[src/rtl/mini_src_control_unit.sv]
// mini_src_control_unit: hardwired fetch/decode/execute sequencer for the Mini SRC datapath.
// Strobes are decoded from the registered T-state and forced low while clear is high.
module mini_src_control_unit #(
    parameter int MEM_WAIT_MAX = 15
) (
    input  logic        clock,
    input  logic        clear,
    input  logic [31:0] IR,
    input  logic        mem_ready,
    output logic        PCout,
    output logic        Zloout,
    output logic        Zhiout,
    output logic        MDRout,
    output logic        Cout,
    output logic        MAR_in,
    output logic        MDR_in,
    output logic        IR_in,
    output logic        Y_in,
    output logic        Z_in,
    output logic        HI_in,
    output logic        LO_in,
    output logic        IncPC,
    output logic        Read,
    output logic        Write,
    output logic        Gra,
    output logic        Grb,
    output logic        Grc,
    output logic        Rin,
    output logic        Rout,
    output logic        BAout,
    output logic [3:0]  alu_op,
    output logic        running,
    output logic        illegal_op,
    output logic        bus_error
);
    typedef enum logic [3:0] {S_T0, S_T1, S_T2, S_T3, S_T4, S_T5, S_T6, S_T7, S_HALT} state_t;

    state_t     r_state;
    logic [3:0] r_cnt;
    logic       r_illegal, r_bus_error;

    logic [4:0] w_op;
    logic       w_rt, w_im, w_md, w_ld, w_st, w_ls, w_nop, w_hlt, w_ill;
    logic       w_wait, w_tmo, w_act;
    logic       w_t0, w_t1, w_t2, w_t3, w_t4, w_t5, w_t6, w_t7;
    logic [3:0] w_alu;
    logic       w_unused;

    assign w_op     = IR[31:27];
    assign w_unused = ^IR[26:0];
    assign w_rt     = w_op[4:3] == 2'b00;
    assign w_im     = w_op == 5'b01000 || w_op == 5'b01001 || w_op == 5'b01010;
    assign w_ld     = w_op == 5'b01011;
    assign w_st     = w_op == 5'b01100;
    assign w_md     = w_op == 5'b01101 || w_op == 5'b01110;
    assign w_nop    = w_op == 5'b11010;
    assign w_hlt    = w_op == 5'b11011;
    assign w_ls     = w_ld | w_st;
    assign w_ill    = !(w_rt | w_im | w_ls | w_md | w_nop | w_hlt);

    // Memory wait states; a timeout is the cycle whose miss would bring the count to MEM_WAIT_MAX
    assign w_wait = r_state == S_T1 || (r_state == S_T6 && w_ld) || (r_state == S_T7 && w_st);
    assign w_tmo  = w_wait && !mem_ready && r_cnt == 4'(MEM_WAIT_MAX - 1);

    always_ff @(posedge clock or posedge clear) begin
        if (clear) begin
            r_state     <= S_T0;
            r_cnt       <= 4'd0;
            r_illegal   <= 1'b0;
            r_bus_error <= 1'b0;
        end else begin
            r_cnt <= (w_wait && !mem_ready) ? r_cnt + 4'd1 : 4'd0;
            if (w_tmo) begin
                r_bus_error <= 1'b1;
                r_state     <= S_HALT;
            end else begin
                case (r_state)
                    S_T0: r_state <= S_T1;
                    S_T1: r_state <= mem_ready ? S_T2 : S_T1;
                    S_T2: r_state <= S_T3;
                    S_T3: begin
                        r_state <= (w_ill || w_hlt) ? S_HALT : w_nop ? S_T0 : S_T4;
                        if (w_ill) r_illegal <= 1'b1;
                    end
                    S_T4: r_state <= S_T5;
                    S_T5: r_state <= (w_rt || w_im) ? S_T0 : S_T6;
                    S_T6: r_state <= w_md ? S_T0 : (w_st || mem_ready) ? S_T7 : S_T6;
                    S_T7: r_state <= (w_ld || mem_ready) ? S_T0 : S_T7;
                    default: r_state <= S_HALT;
                endcase
            end
        end
    end

    assign w_act = !clear;
    assign w_t0  = w_act && r_state == S_T0;
    assign w_t1  = w_act && r_state == S_T1;
    assign w_t2  = w_act && r_state == S_T2;
    assign w_t3  = w_act && r_state == S_T3;
    assign w_t4  = w_act && r_state == S_T4;
    assign w_t5  = w_act && r_state == S_T5;
    assign w_t6  = w_act && r_state == S_T6;
    assign w_t7  = w_act && r_state == S_T7;

    assign PCout  = w_t0;
    assign IncPC  = w_t0;
    assign MAR_in = w_t0 | (w_t5 & w_ls);
    assign Read   = w_t1 | (w_t6 & w_ld);
    assign MDR_in = ((w_t1 | (w_t6 & w_ld)) & mem_ready) | (w_t6 & w_st);
    assign MDRout = w_t2 | (w_t7 & w_ld);
    assign IR_in  = w_t2;
    assign Y_in   = w_t3 & (w_rt | w_im | w_md | w_ls);
    assign BAout  = w_t3 & w_ls;
    assign Rout   = (w_t3 & (w_rt | w_im | w_md)) | (w_t4 & (w_rt | w_md)) | (w_t6 & w_st);
    assign Gra    = (w_t3 & w_md) | (w_t5 & (w_rt | w_im)) | (w_t6 & w_st) | (w_t7 & w_ld);
    assign Grb    = (w_t3 & (w_rt | w_im | w_ls)) | (w_t4 & w_md);
    assign Grc    = w_t4 & w_rt;
    assign Z_in   = w_t4 & (w_rt | w_im | w_md | w_ls);
    assign Cout   = w_t4 & (w_im | w_ls);
    assign Zloout = w_t5 & (w_rt | w_im | w_md | w_ls);
    assign Rin    = (w_t5 & (w_rt | w_im)) | (w_t7 & w_ld);
    assign LO_in  = w_t5 & w_md;
    assign Zhiout = w_t6 & w_md;
    assign HI_in  = w_t6 & w_md;
    assign Write  = w_t7 & w_st;

    assign w_alu = w_rt ? {1'b0, w_op[2:0]} :
                   w_op == 5'b01001 ? 4'b0010 :
                   w_op == 5'b01010 ? 4'b0011 :
                   w_op == 5'b01101 ? 4'b1000 :
                   w_op == 5'b01110 ? 4'b1001 : 4'b0000;
    assign alu_op = (w_t3 | w_t4 | w_t5 | w_t6 | w_t7) ? w_alu : 4'b0000;

    assign running    = w_act && r_state != S_HALT;
    assign illegal_op = r_illegal;
    assign bus_error  = r_bus_error;
endmodule

[config.mk]
export PLATFORM = sky130hd
export DESIGN_NAME = mini_src_control_unit
export DESIGN_NICKNAME = d
export VERILOG_FILES = /design/src/rtl/mini_src_control_unit.sv
export SDC_FILE = /design/constraint.sdc
export NUM_CORES = 1
export LEC_CHECK = 0
export CAP_MARGIN = 20
export CORE_UTILIZATION = 38
export DETAILED_ROUTE_END_ITERATION = 12
export PLACE_DENSITY = 0.85
export REMOVE_ABC_BUFFERS = 1
export SYNTH_ARGS = -nofsm -noshare
export SYNTH_HDL_FRONTEND = slang
export SYNTH_SLANG_ARGS = --single-unit
[constraint.sdc]
create_clock -name clock -period 2.15 [get_ports clock]
set_input_delay 0.43 -clock clock [delete_from_list [all_inputs] [get_ports clock]]
set_output_delay 0.43 -clock clock [all_outputs]
set_load 0.02 [all_outputs]
## Yosys cells after proc, flatten, opt, wreduce, memory -nomap -nowiden

Index checks and enable logic that the tools add are counted.

- Add/subtract/negate cells: 1
- Equality and inequality tests: 18
- Muxes and demuxes: 16
- Bitwise logic cells: 47
- Reduce and logical (&&, ||, !) cells: 28

Operators with widths:

| kind | number |
|---|---|
| 2-to-1 mux 4 bit | 9 |
| equality test 5 x 4 -> 1 bit (second input constant) | 7 |
| one-hot mux 4 bit (8 select lines) | 1 |
| bitwise OR 1 bit | 25 |
| AND 1 bit | 20 |
| equality test 4 x 3 -> 1 bit (second input constant) | 4 |
| logical AND 1 bit | 13 |
| 2-to-1 mux 3 bit | 4 |
| equality test 5 bit (second input constant) | 2 |
| logical OR 1 bit | 9 |
| equality test 4 x 2 -> 1 bit (second input constant) | 2 |
| adder 4 x 1 -> 4 bit (second input constant) | 1 |
| equality test 4 x 1 -> 1 bit (second input constant) | 1 |
| equality test 4 bit (second input constant) | 1 |
| zero test 4 bit | 1 |
| inequality test 4 bit (second input constant) | 1 |
| zero test 1 bit | 3 |
| AND reduction 3 bit | 1 |
| zero test 2 bit | 1 |
| 2-to-1 mux 2 bit | 1 |
| NOT 1 bit | 2 |
| 2-to-1 mux 1 bit | 1 |

- Flip-flop bits (word level): 10
- Bits of input ports: 35
- Word-level logic and storage cells: 114

## Depth between registers and ports, before layout

Gate-level depths: netlist of run 1.

- Depth in word-level cells: 13
- Mapped depth: 6
- Gate-level depth less buffers: 6

## Worst setup path before layout of run 1

No wires, ideal clock.

- Kind: input -> output
- From: input IR[27]
- To: output MAR_in
- Arrival: 1.778 ns
- Data required time: 1.720 ns
- Setup slack: -0.058 ns
- Stages: 5
- Path buffers: 1
- Cells stage by stage: buf_4 -> or2_4 -> nor3_4 -> o21bai_2 -> a2111oi_2

- Word-level cells in the longest chain between the ends: 4
- Elaborated cells on any way between the ends: 5
- Those cells by class: 2 x eq/ne; 3 x bitwise

Ends and longest elaborated chain:

| item | RTL line | source |
|---|---|---|
| start, declared | 8 | `input logic [31:0] IR,` |
| equality test 5 x 4 -> 1 bit (on tied branches) | 53, 54 |  |
| bitwise OR 1 bit (*) | 58 | `assign w_ls = w_ld \| w_st;` |
| AND 1 bit (*) | 107 | `assign MAR_in = w_t0 \| (w_t5 & w_ls);` |
| bitwise OR 1 bit (*) | 107 |  |
| end, declared | 15 | `output logic MAR_in,` |

Every way passes the cells marked *; elsewhere a longest branch is shown, timed or not.

## Worst setup path after layout of run 1

- From: register r_state[1]
- To: output Rout

- Word-level cells in the longest chain between the ends: 5
- Elaborated cells on any way between the ends: 11
- Those cells by class: 3 x eq/ne; 5 x bitwise; 3 x reduce/logical

Ends and longest elaborated chain:

| item | RTL line | source |
|---|---|---|
| start, declared | 38 | `state_t r_state;` |
| start signal, assigned | 79 | `S_T1: r_state <= mem_ready ? S_T2 : S_T1;` |
| start signal, assigned | 82 | `r_state <= (w_ill \|\| w_hlt) ? S_HALT : w_nop ? S_T0 : S_T4;` |
| start signal, assigned | 86 | `S_T5: r_state <= (w_rt \|\| w_im) ? S_T0 : S_T6;` |
| equality test 4 x 2 -> 1 bit / equality test 4 x 3 -> 1 bit (equally long branches) | 99, 100 |  |
| logical AND 1 bit (on tied branches) | 99, 100 |  |
| AND 1 bit | 114 | `assign Rout = (w_t3 & (w_rt \| w_im \| w_md)) \| (w_t4 & (w_rt \| w_md)) \| (w_t6 & w_st);` |
| bitwise OR 1 bit | 114 |  |
| bitwise OR 1 bit (*) | 114 |  |
| end, declared | 29 | `output logic Rout,` |

Marked as above.

==> metrics list, run 1 <==
- In this run, synthesis produced a sequential element count of 10.
- The number of global-route vias before repair came to 1609.
* Final Hold Fails: 0
- After detailed routing, the total wire length is 5840 microns.
* Static power due to leakage: 1.01 nW
* Routed vias: 1664
- Crit Path Category: flip-flop to output port
* Number of nets still failing antenna checks after routing: 0
- Vias per cell: 6.03
- CORE AREA: 0.00276 sq mm
* Initial Util: 40.5%
* Most common flop cell mapped by yosys: dfrtp_1
* Area fraction in compound gates after synthesis: 28.4%
- The first detailed-routing pass ran for 4 iterations.
- Across all register-to-register paths, the minimum setup slack is 460 ps.
- Die span in y: 56.2 microns
* CP Launch Type: flip-flop
- Global-route wire length before repair: 7660 microns
- Skew final: 10.8 ps
- Buffer depth of the longest clock path: 2
- Summed over its instances, the top area cell type makes up 22.4% of the synthesized netlist area.
- The biggest area contributor in the post-synthesis netlist is dfrtp_1.
- GRT Total Usage: 31.2%
- CTS built an H-tree with a depth of 1.
- Dividing the detail-routed wire length by the instance count gives 21.2 microns.
- The initial antenna violation count is 0.
- Post-Synth Simple-Gate Area: 33.7%
- At the end of the flow the core is filled with cells to 80.3%.
- TritonCTS built the clock tree.
- Dominant combinational cell family by area after synthesis: simple AND/OR/NAND/NOR gates
* Post-Synth Adder-Cell Area: 2.24%
- Insertion delay of the later-clocked pin in the worst-skew pair: 300 ps
* Ant diodes: 0
* Final cycle utilization of the critical path: 107%
- TritonCTS created 3 clock buffers.
- RD Place Congestion: 0.938
- Area grow syn2layout: 98.4%
- Data arrives at the worst endpoint at 1880 ps.
- Number of I/O port buffers: 35
* Slew margin rel.: 67.4%
- For the worst setup path, the data required time is 1720 ps.
- Violations in the final reports: negative setup slack
* Hold Path Cell Cnt: 2
* Max-slew violations: 0
* Clock sinks: 10
- Register clock-pin slew on the reported worst setup and hold paths: 80 ps
- The startpoint identified for the worst hold timing path is bus_error.
- Max IR drop VDD: 665 uV
* R2R Path Start: r_state[0]
* Worst hold margin: 477 ps
* Setup TNS after final layout: -747 ps
- Measured against the total synthesized area, the mux share comes to 1.91%.
- Syn_area_per_cell: 7.64 sq um
* Layout cell share with drive strength beyond 1: 62.9%
* Worst hold-check path type: flip-flop to flip-flop
- Count of different cell masters after synthesis: 58
* Largest net degree at the start of global routing: 12
- 63 I/O pins were placed.
* Worst hold endpoint: bus_error
* Most common cell in the synthesized netlist: nor2_1
* Number of enable flip-flop cells after synthesis: 0
- Post-Synth XOR/XNOR Area: 2.35%
- In the post-route analysis, the smallest setup slack over all paths is -159 ps.
- The floorplan has 19 rows.
- For this run, the top clock speed supported by timing is 433 MHz.
- The commonest cells after synthesis are nor2_1 (19), dfrtp_1 (10), inv_1 (8), nand2_1 (8), a21oi_1 (6).
* Outcome: complete, but fails checks
* Cells after Synth: 146
* Die area: 0.00316 sq mm
- Setup repair after global routing could not meet its margin everywhere.
* DP Wirelength: 3220 microns
- Logic depth of the worst register-to-register path: 6
* Pwr Density: 685 mW/mm^2
- Hold repair after CTS inserted 0 buffers.
- DRC violation count after routing: 0
- Buffer type at the clock tree root: clkbuf_4
- For this run, asynchronously set or reset flops after synthesis account for 100%.
- Setup violations remaining at the end of the flow were counted as 10.
* Crit end category: output port
- Yosys warning count: 0
* Cell types occupying the most area after synthesis: dfrtp_1 (22%), nor2_1 (6.4%), a21oi_1 (2.7%)
* Seq/Total Area, Yosys: 22.4%
* Highest fanout seen on the critical path: 9
- Max-cap violations in this run came to 0.
- After the first detailed-routing iteration, the DRC count stood at 121.
- Endpoint of the most critical register-to-register path: r_state[0]
- After global routing the overflow that remains totals 0.
* Die width: 56.2 microns
* Actual slew at the worst max-slew pin: 482 ps
* Number of nets in the layout: 283
- Final critical-path required period: 2310 ps
* Post-synthesis instance area: 0.00112 sq mm
==> stage by stage <==
step / instances / setup WS, ps / power, mW / area, sq um
2_1_floorplan: 134 / -159 / 0.645 / 1050
3_3_place_gp: 253 / -828 / 1.06 / 1830
3_5_place_dp: 253 / -851 / 1.09 / 1830
4_1_cts: 267 / -114 / 1.36 / 2030
5_1_grt: 276 / -217 / 1.58 / 2210
6_report: 276 / -159 / 1.52 / 2210
==> routing by layer <==
layer,track usage [%],vias to the layer above,share of wire (%)
li1,-,737,-
met1,37.1,803,39
met2,58.2,94,49
met3,3.95,30,6.0
met4,8.71,0,5.8
met5,0,-,0
==> layout by cell type, fill, tap and decap left out, types with 3 or more instances in the layout <==
| cell | count |
|---|---|
| buf_4 | 68 |
| nand2_1 | 5 |
| dfrtp_2 | 4 |
| buf_2 | 9 |
| clkbuf_2 | 3 |
| a21oi_1 | 5 |
| nor2_4 | 5 |
| nand3_1 | 3 |
| or2_4 | 3 |
| clkbuf_4 | 3 |
| o21ai_0 | 3 |
| nand2b_1 | 3 |
| nor4_1 | 4 |
| nand2_2 | 3 |
| a31oi_1 | 4 |
| nor2_1 | 13 |
| buf_6 | 19 |
| inv_1 | 7 |
| clkdlybuf4s50_1 | 3 |
| dfrtp_1 | 6 |
==> registers in the layout, summed over array words and instances, names as in the netlist <==
signal	cells
illegal_op	1
bus_error	1
r_state	4
r_cnt	4
==> cell type report <==
class / instances / area [sq um]
Timing Repair Buffer: 107 / 872
Inverter: 8 / 30.0
Sequential cell: 10 / 255
Clock buffer: 4 / 36.3
Tap cell: 31 / 38.8
Fill cell: 161 / 543
Multi-Input combinational cell: 116 / 982
==> what timing repair did <==
| item | in CTS | in global routing |
|---|---|---|
| pin swaps | 15 | 9 |
| setup buffers | 10 | 10 |
| endpoints found under the setup margin | 26 | 22 |
| resized for setup | 160 | 42 |
==> kinds of logic after synthesis <==
kind of cell,count (synthesis)
buf+inv,20
flops,10
mux,2
compound gates,42
simple gates,67
fa+ha+maj,2
xor+xnor,3
==> worst max-delay path: stages, from the launching register on <==
cell and delay (ps):
dfrtp_2 500, nand2b_1 180, nor2_4 60, and3_4 170, or4_4 530, buf_6 150
==> worst max path at each step <==
stage	slack [ps]	startpoint	to	depth (start not counted)
floorplan	-160	r_state[2]	Rout	4
global placement	-830	IR[28]	MAR_in	7
detailed placement	-850	IR[28]	MAR_in	7
CTS	-110	r_state[2]	Rout	6
global route	-220	r_state[3]	Cout	6
finish	-160	r_state[1]	Rout	5
==> report_power, final <==
| part | internal (mW) | total, mW | leakage, nW | switching, mW |
|---|---|---|---|---|
| combinational | 0.512 | 1.02 | 0.863 | 0.512 |
| sequential | 0.235 | 0.305 | 0.122 | 0.0704 |
| clock | 0.103 | 0.190 | 0.0210 | 0.0863 |
| total | 0.850 | 1.52 | 1.01 | 0.669 |
Note: power is estimated with default switching activity, not from simulation.
==> run 2, diff against run 1 <==
--- a/config.mk
+++ b/config.mk
@@ -5,10 +5,10 @@
 export SDC_FILE = /design/constraint.sdc
 export NUM_CORES = 1
 export LEC_CHECK = 0
-export CAP_MARGIN = 20
-export CORE_UTILIZATION = 38
+export ABC_AREA = 1
+export CORE_UTILIZATION = 37
 export DETAILED_ROUTE_END_ITERATION = 12
-export PLACE_DENSITY = 0.85
+export PLACE_DENSITY = 0.86
 export REMOVE_ABC_BUFFERS = 1
 export SYNTH_ARGS = -nofsm -noshare
 export SYNTH_HDL_FRONTEND = slang
==> metrics list, run 2 <==
- The sequential power share is 45.7% (+26 points).
* Static power due to leakage: 1.00 nW (-0.20%)
- Reported max-cap violation count: 0 (unchanged)
- Final Hold Fails: 0 (unchanged)
* Outcome: complete, no violations
- Post-synth top area share: 25.0% (+2.6 points)
* Final cycle utilization of the critical path: 96.2% (-11 points)
- Worst hold-check path type: flip-flop to flip-flop
- The most common cell in the synthesized netlist is nand2_1.
- The residual antenna-violating net count after detailed routing was 0 (unchanged).
- Footprint of the multi-input gates: 671 sq um (-32%)
- By count the netlist is led by nand2_1 (34), inv_1 (27), nor2_1 (21).
* WL/cell: 11.9 microns (-44%)
- Setup repair after global routing could not meet its margin everywhere.
* Number of nets in the layout: 274 (-3.2%)
- RD Place Congestion: 0.903 (-3.7%)
- Number of cells in the design after placement: 258 (+2.0%)
- The count of port buffers added during placement came to 35 (unchanged).
- Global-route wire length before repair: 5100 microns (-33%)
- Maximum clock rate: 483 MHz (+12%)
- CP Launch Type: input port
- The maximum buffer depth of the clock tree came to 2 (unchanged).
- The part of the total power dissipated in the clock network is 29.8% (+17 points).
- The total routing resource utilization after global routing is 23.6% (-7.6 points).
- Cells after Synth: 160 (+9.6%)
- The count of boundary I/O pins came to 63 (unchanged).
* Clock sinks: 10 (unchanged)
- The number of global-route vias before repair is 1219 (-24%).
- The logic gate share of total power was 24.4% (-43 points).
* Count of different cell masters after synthesis: 29 (-50%)
- The maximum number of pins on one net before global-route repair was 11 (-1).
- Overflow after GRT: 0 (unchanged)
- The starting density of the core was 39.6% (-0.84 points).
- Skew final: 8.46 ps (-2.35 ps)
- The setup-violating endpoint count in the final report is 0 (-10).
- The total half-perimeter wirelength after legalization and detailed placement was 2390 microns (-26%).
- The area of the mapped netlist is 1000 sq um (-10%).
- The flip-flop and latch count after synthesis is 10 (unchanged).
* Internal Pwr Total: 0.297 mW (-65%)
* Number of iterations in the first detailed-routing pass: 4 (unchanged)
- The die extent in x was 54.0 microns (-3.9%).
- The number of antenna diodes came to 0 (unchanged).
- Highest fanout seen on the critical path: 5 (-4)
* Crit path required time: 1720 ps (about the same)
* Arrival time at the worst endpoint: 1640 ps (-240 ps)
- The floorplan row count was 18 (-1).
* Number of enable flip-flop cells after synthesis: 0 (unchanged)
- Synth area leader: dfrtp_1
- The switching power of the nets was 0.115 mW (-83%).
* Insertion delay of the later-clocked pin in the worst-skew pair: 260 ps (-40 ps)
- The maximum vdd drop came to 337 uV (-49%).
* CORE AREA: 0.00252 sq mm (-8.5%)
- Fraction of power spent switching nets: 27.9% (-16 points)
- The final worst hold slack is 472 ps (-4.46 ps).
- In the post-synthesis netlist, the biggest area contributors are dfrtp_1 (25%), nand2_1 (13%), inv_1 (10%).
- The count of final max-slew check failures was 0 (unchanged).
* Number of antenna violations at the first check in global routing: 0 (unchanged)
- The vias after detailed routing was 1303 (-22%).
* Registers with the highest flip-flop counts: r_cnt x4, r_state x4
- The number of filler cells placed in the layout came to 218 (+35%).
- The mean area per synthesized cell was 6.25 sq um (-18%).
- Register clock-pin slew on the reported worst setup and hold paths: 60 ps (-20 ps)
- The remaining max-slew budget at the tightest pin came to 81.2% (+14 points).
- TritonCTS built the clock tree.
- Crit end category: output port
* Number of buffers created by CTS: 3 (unchanged)
- Seq/Total Area, Yosys: 25.0% (+2.6 points)
- Yosys warning count: 0 (unchanged)
- Most common flop cell mapped by yosys: dfrtp_1
- Die span in y: 54.0 microns (-3.9%)
- Area grow syn2layout: 65.3%
* Iter 0 DRT Violations: 25 (-79%)
* Buffer type at the clock tree root: clkbuf_4
- The library cells used most frequently in the layout, excluding fill and tap cells, are buf_4 (41), nand2_1 (33), inv_1 (25).
- Share of async-settable or async-resettable flops after synthesis: 100% (unchanged)
- Layout cell share with drive strength beyond 1: 41.3% (-22 points)
* Most common cell after layout, fill and taps aside: buf_4
- Sequential cell area: 250 sq um (-2.0%)
- The non-filler instance count after layout came to 265 (-4.0%).
* Actual slew at the worst max-slew pin: 279 ps (-204 ps)
- Die area: 0.00291 sq mm (-7.7%)
- The via-per-instance ratio is 4.92 (-18%).
* Crit Path Category: input port to output port
- DRC violation count after routing: 0 (unchanged)
* Final critical-path required period: 2070 ps (-240 ps)
* Number of levels in the clock H-tree: 1 (unchanged)
- Routed WL: 3140 microns (-46%)
- The power per unit of standard cell area was 249 mW/mm^2 (-64%).
-- run 2: layout make-up --
class,count,area share [%]
Inverter,32,7.27
Timing Repair Buffer,75,33.4
Sequential cell,10,15.1
Clock buffer,3,1.36
Multi-Input combinational cell,115,40.6
Tap cell,30,2.27
-- run 2: per-layer routing --
metal  global-route usage (%)  routed length (microns)
met1                     31.0                     1400
met2                     40.9                     1570
met3                     1.69                      146
met4                     7.26                       31
met5                        0                        0
-- run 2: cell families (layout without fill, tap and decap cells) --
| kind of cell | after synthesis | count (layout) | share of synthesized area, % |
|---|---|---|---|
| XOR/XNOR | 2 | 2 | 1.75 |
| buffers and inverters | 35 | 110 | 14.0 |
| AO/OA/AOI/OAI | 15 | 15 | 8.64 |
| adder cells (fa/ha/maj) | 2 | 2 | 2.50 |
| flip-flops | 10 | 10 | 25.0 |
| AND/OR/NAND/NOR | 96 | 96 | 48.1 |
-- run 2: worst paths after layout --
kind | start | endpoint | slack (ps) | cells after the start
setup / recovery | IR[30] | Y_in | 80 | 8
hold / removal | bus_error | bus_error | 470 | 2
setup reg to reg | r_state[2] | r_state[1] | 550 | 9
hold reg to reg | bus_error | bus_error | 470 | 2
max in group asynchronous | clear | r_cnt[2] | 1500 | 3
min in group asynchronous | clear | illegal_op | 500 | 3
-- run 2: timing repair --
| item | 4_1_cts | 5_1_grt |
|---|---|---|
| pin swaps | 4 | 4 |
| buffers inserted | 2 | 2 |
| resized for setup | 66 | 41 |
| endpoints found under the setup margin | 26 | 23 |
| hold buffers | 0 | 0 |
-- run 2: through the flow --
| stage | area (sq um) | worst slack, ps | setup TNS (ps) | util (%) | power [mW] |
|---|---|---|---|---|---|
| CTS | 1690 | 5.84 | 0 | 67.2 | 0.411 |
| global placement | 1640 | -623 | -11770 | 64.9 | 0.284 |
| floorplan | 980 | -267 | -534 | - | 0.226 |
| detailed placement | 1640 | -630 | -12160 | 64.9 | 0.286 |
| global route | 1650 | -55.9 | -73.8 | 65.5 | 0.430 |
| finish | 1650 | 81.0 | 0 | 65.5 | 0.411 |
-- run 2: worst max-delay path: stages --
cell and delay [ps]:
dlygate4sd2_1 310, inv_1 100, nand2_1 160, buf_4 140, nand2_1 50, nand2_1 90
nand2_1 50, dlygate4sd2_1 310
-- run 2: power groups by stage --
stage | Combinational (mW) | Sequential [mW] | Clock [mW]
final | 0.100 | 0.188 | 0.123
after detailed placement | 0.0940 | 0.192 | 0
after floorplan | 0.0343 | 0.192 | 0
after global routing | 0.109 | 0.188 | 0.134
after CTS | 0.0965 | 0.188 | 0.126
after global placement | 0.0926 | 0.192 | 0
==> run 3, diff against run 2 <==
--- a/config.mk
+++ b/config.mk
@@ -10,6 +10,8 @@
 export DETAILED_ROUTE_END_ITERATION = 12
 export PLACE_DENSITY = 0.86
 export REMOVE_ABC_BUFFERS = 1
+export SKIP_CTS_REPAIR_TIMING = 1
+export SLEW_MARGIN = 10
 export SYNTH_ARGS = -nofsm -noshare
 export SYNTH_HDL_FRONTEND = slang
 export SYNTH_SLANG_ARGS = --single-unit
==> metrics list, run 3 (same netlist as run 2, synthesis figures left out) <==
* Number of cells in the design after placement: 258 (unchanged)
- The total count of hold-check failures in the final report came to 0 (unchanged).
* CTS tree: yes
- Fraction of power spent switching nets: 26.9% (-1.0 points)
- Skew final: 7.76 ps (-0.699 ps)
- Final cycle utilization of the critical path: 95.2% (-1.0 points)
* Number of standard cells in the layout, taps in and fillers out: 265 (unchanged)
- The residual antenna-violating net count after detailed routing came to 0 (unchanged).
- The logic gate share of total power was 24.4% (about the same).
- Power share of the sequential group: 45.9% (+0.2 points)
- Most frequent cells in the layout: buf_4 (41), nand2_1 (34), inv_1 (26)
- Crit Path Category: input port to output port
* Actual slew at the worst max-slew pin: 351 ps (+72.5 ps)
- Final critical-path required period: 2050 ps (-22.1 ps)
- The flow ran to the end, and the final reports show no timing, DRC or antenna violations.
* Area grow syn2layout: 71.6%
- Number of nets in the layout: 274 (unchanged)
* Total of endpoints with negative setup slack in the final report: 0 (unchanged)
- The count of final max-slew check failures is 0 (unchanged).
- Slew margin rel.: 76.4% (-4.9 points)
* Most common cell after layout, fill and taps aside: buf_4
- Die area: 0.00291 sq mm (unchanged)
- The number of filler cells placed in the layout was 222 (+1.8%).
- Die span in y: 54.0 microns (unchanged)
- The total half-perimeter wirelength after legalization and detailed placement came to 2390 microns (unchanged).
- Count of buffering cells on the critical path with inverters included: 4 (unchanged)
- The via-per-instance ratio is 4.92 (about the same).
- The part of the total power dissipated in the clock network came to 29.8% (about the same).
- Routed WL: 3060 microns (-2.5%)
- Registers with the highest flip-flop counts: r_cnt x4, r_state x4
- The first-pass detailed-route iteration total is 4 (unchanged).
- The die extent in x was 54.0 microns (unchanged).
- Worst hold-check path type: input port to asynchronous set/reset pin
* Clock sinks: 10 (unchanged)
* Reported max-cap violation count: 0 (unchanged)
- Net switching power of the design: 0.110 mW (-4.0%)
* Max IR drop VDD: 339 uV (+0.62%)
- Ant diodes: 0 (unchanged)
- STA classifies the critical path endpoint as an output port.
- The tree is rooted in a clkbuf_4.
- Overflow after GRT: 0 (unchanged)
- The minimum setup slack among reg-to-reg paths is 590 ps (+40 ps).
* Internal Pwr Total: 0.300 mW (+1.1%)
* Stages on worst setup path: 7 (-1)
* Rows: 18 (unchanged)
- The highest clock frequency the design can meet is 489 MHz (+1.1%).
- Family with the most delay on the worst path: buffers and inverters
- The count of port buffers added during placement came to 35 (unchanged).
- PnR Total Power: 0.410 mW (-0.32%)
- Iter 0 DRT Violations: 35 (+40%)
* Number of levels in the clock H-tree: 1 (unchanged)
* Register clock-pin slew on the reported worst setup and hold paths: 60 ps (about the same)
- CORE AREA: 0.00252 sq mm (unchanged)
* Vias in the first global route: 1176 (-3.5%)
- DRC violation count after routing: 0 (unchanged)
- Crit path max-delay cell type: dlymetal6s2s_1
- Setup TNS after final layout: 0 ps (unchanged)
- The mean routed wirelength per cell came to 11.6 microns (-2.5%).
* Highest fanout seen on the critical path: 4 (-1)
- Buffer depth of the longest clock path: 2 (unchanged)
- Number of antenna violations at the first check in global routing: 0 (unchanged)
* IO Pins: 63 (unchanged)
- The wire length of the first global-routing pass is 4960 microns (-2.7%).
* Worst stage delay on the critical path: 270 ps (-40 ps)
- The static leakage is 1.27 nW (+27%).
- The vias after detailed routing is 1304 (+0.077%).
- Insertion delay of the later-clocked pin in the worst-skew pair: 260 ps (about the same)
* Arrival time at the worst endpoint: 1620 ps (-20 ps)
- The weighted congestion at the end of routability-driven global placement came to 0.903 (unchanged).
- The number of buffers added by the clock tree synthesis step was 3 (unchanged).
- Walking the worst path, the cells encountered are dlymetal6s2s_1, nor2_2, inv_1, nor2_2, inv_1, nor4_1, dlymetal6s2s_1.
* CP Launch Type: input port
- The starting density of the core came to 39.6% (unchanged).
- Logic depth of the worst register-to-register path: 9 (unchanged)
- The power per unit of standard cell area is 239 mW/mm^2 (-4.0%).
* Layout cell share with drive strength beyond 1: 34.9% (-6.4 points)
* Largest net degree at the start of global routing: 11 (unchanged)
- The worst endpoint required time came to 1720 ps (about the same).
- The total routing resource utilization after global routing was 23.0% (-0.58 points).
## run 3: path summary, 6_finish.rpt
path,from,endpoint
setup / recovery,IR[28],Write
hold / removal,clear,illegal_op
setup reg to reg,r_state[2],r_state[1]
hold reg to reg,bus_error,bus_error
max in group asynchronous,clear,r_cnt[2]
min in group clock,bus_error,bus_error
## run 3: power groups by stage
stage,Sequential [mW],Clock [mW],Combinational (mW)
6_report,0.188,0.122,0.0998
5_1_grt,0.188,0.134,0.109
4_1_cts,0.188,0.126,0.0943
3_5_place_dp,0.192,0,0.0940
3_3_place_gp,0.192,0,0.0926
2_1_floorplan,0.192,0,0.0343
## run 3: layout make-up
class                      count  area, sq um  area share (%)
sequential                    10          250            14.6
timing repair buffer          75          658            38.4
inverter                      32          120            7.00
tap                           30         37.5            2.19
clock buffer                   3         22.5            1.31
multi-input combinational    115          627            36.5
## run 3: metal layers
layer	vias to the layer above	share of wire, %	track usage [%]
li1	656	-	-
met2	46	50	39.3
met4	0	1.6	6.84
met3	6	5.0	1.69
met1	596	44	30.8
met5	-	0	0
## run 3: worst min-delay path: stages
cell and delay, ps:
dlymetal6s2s_1 200, inv_2 150, buf_4 200
## run 3: per-stage QoR
stage                     utilization [%]  area, sq um  worst slack, ps  hold WS (ps)
after floorplan                         -          980             -267           310
after global placement               64.9         1640             -623           451
after detailed placement             64.9         1640             -630           451
after CTS                            65.8         1660             -628           474
after global routing                 68.0         1720            -8.52           387
final                                68.0         1720              103           372
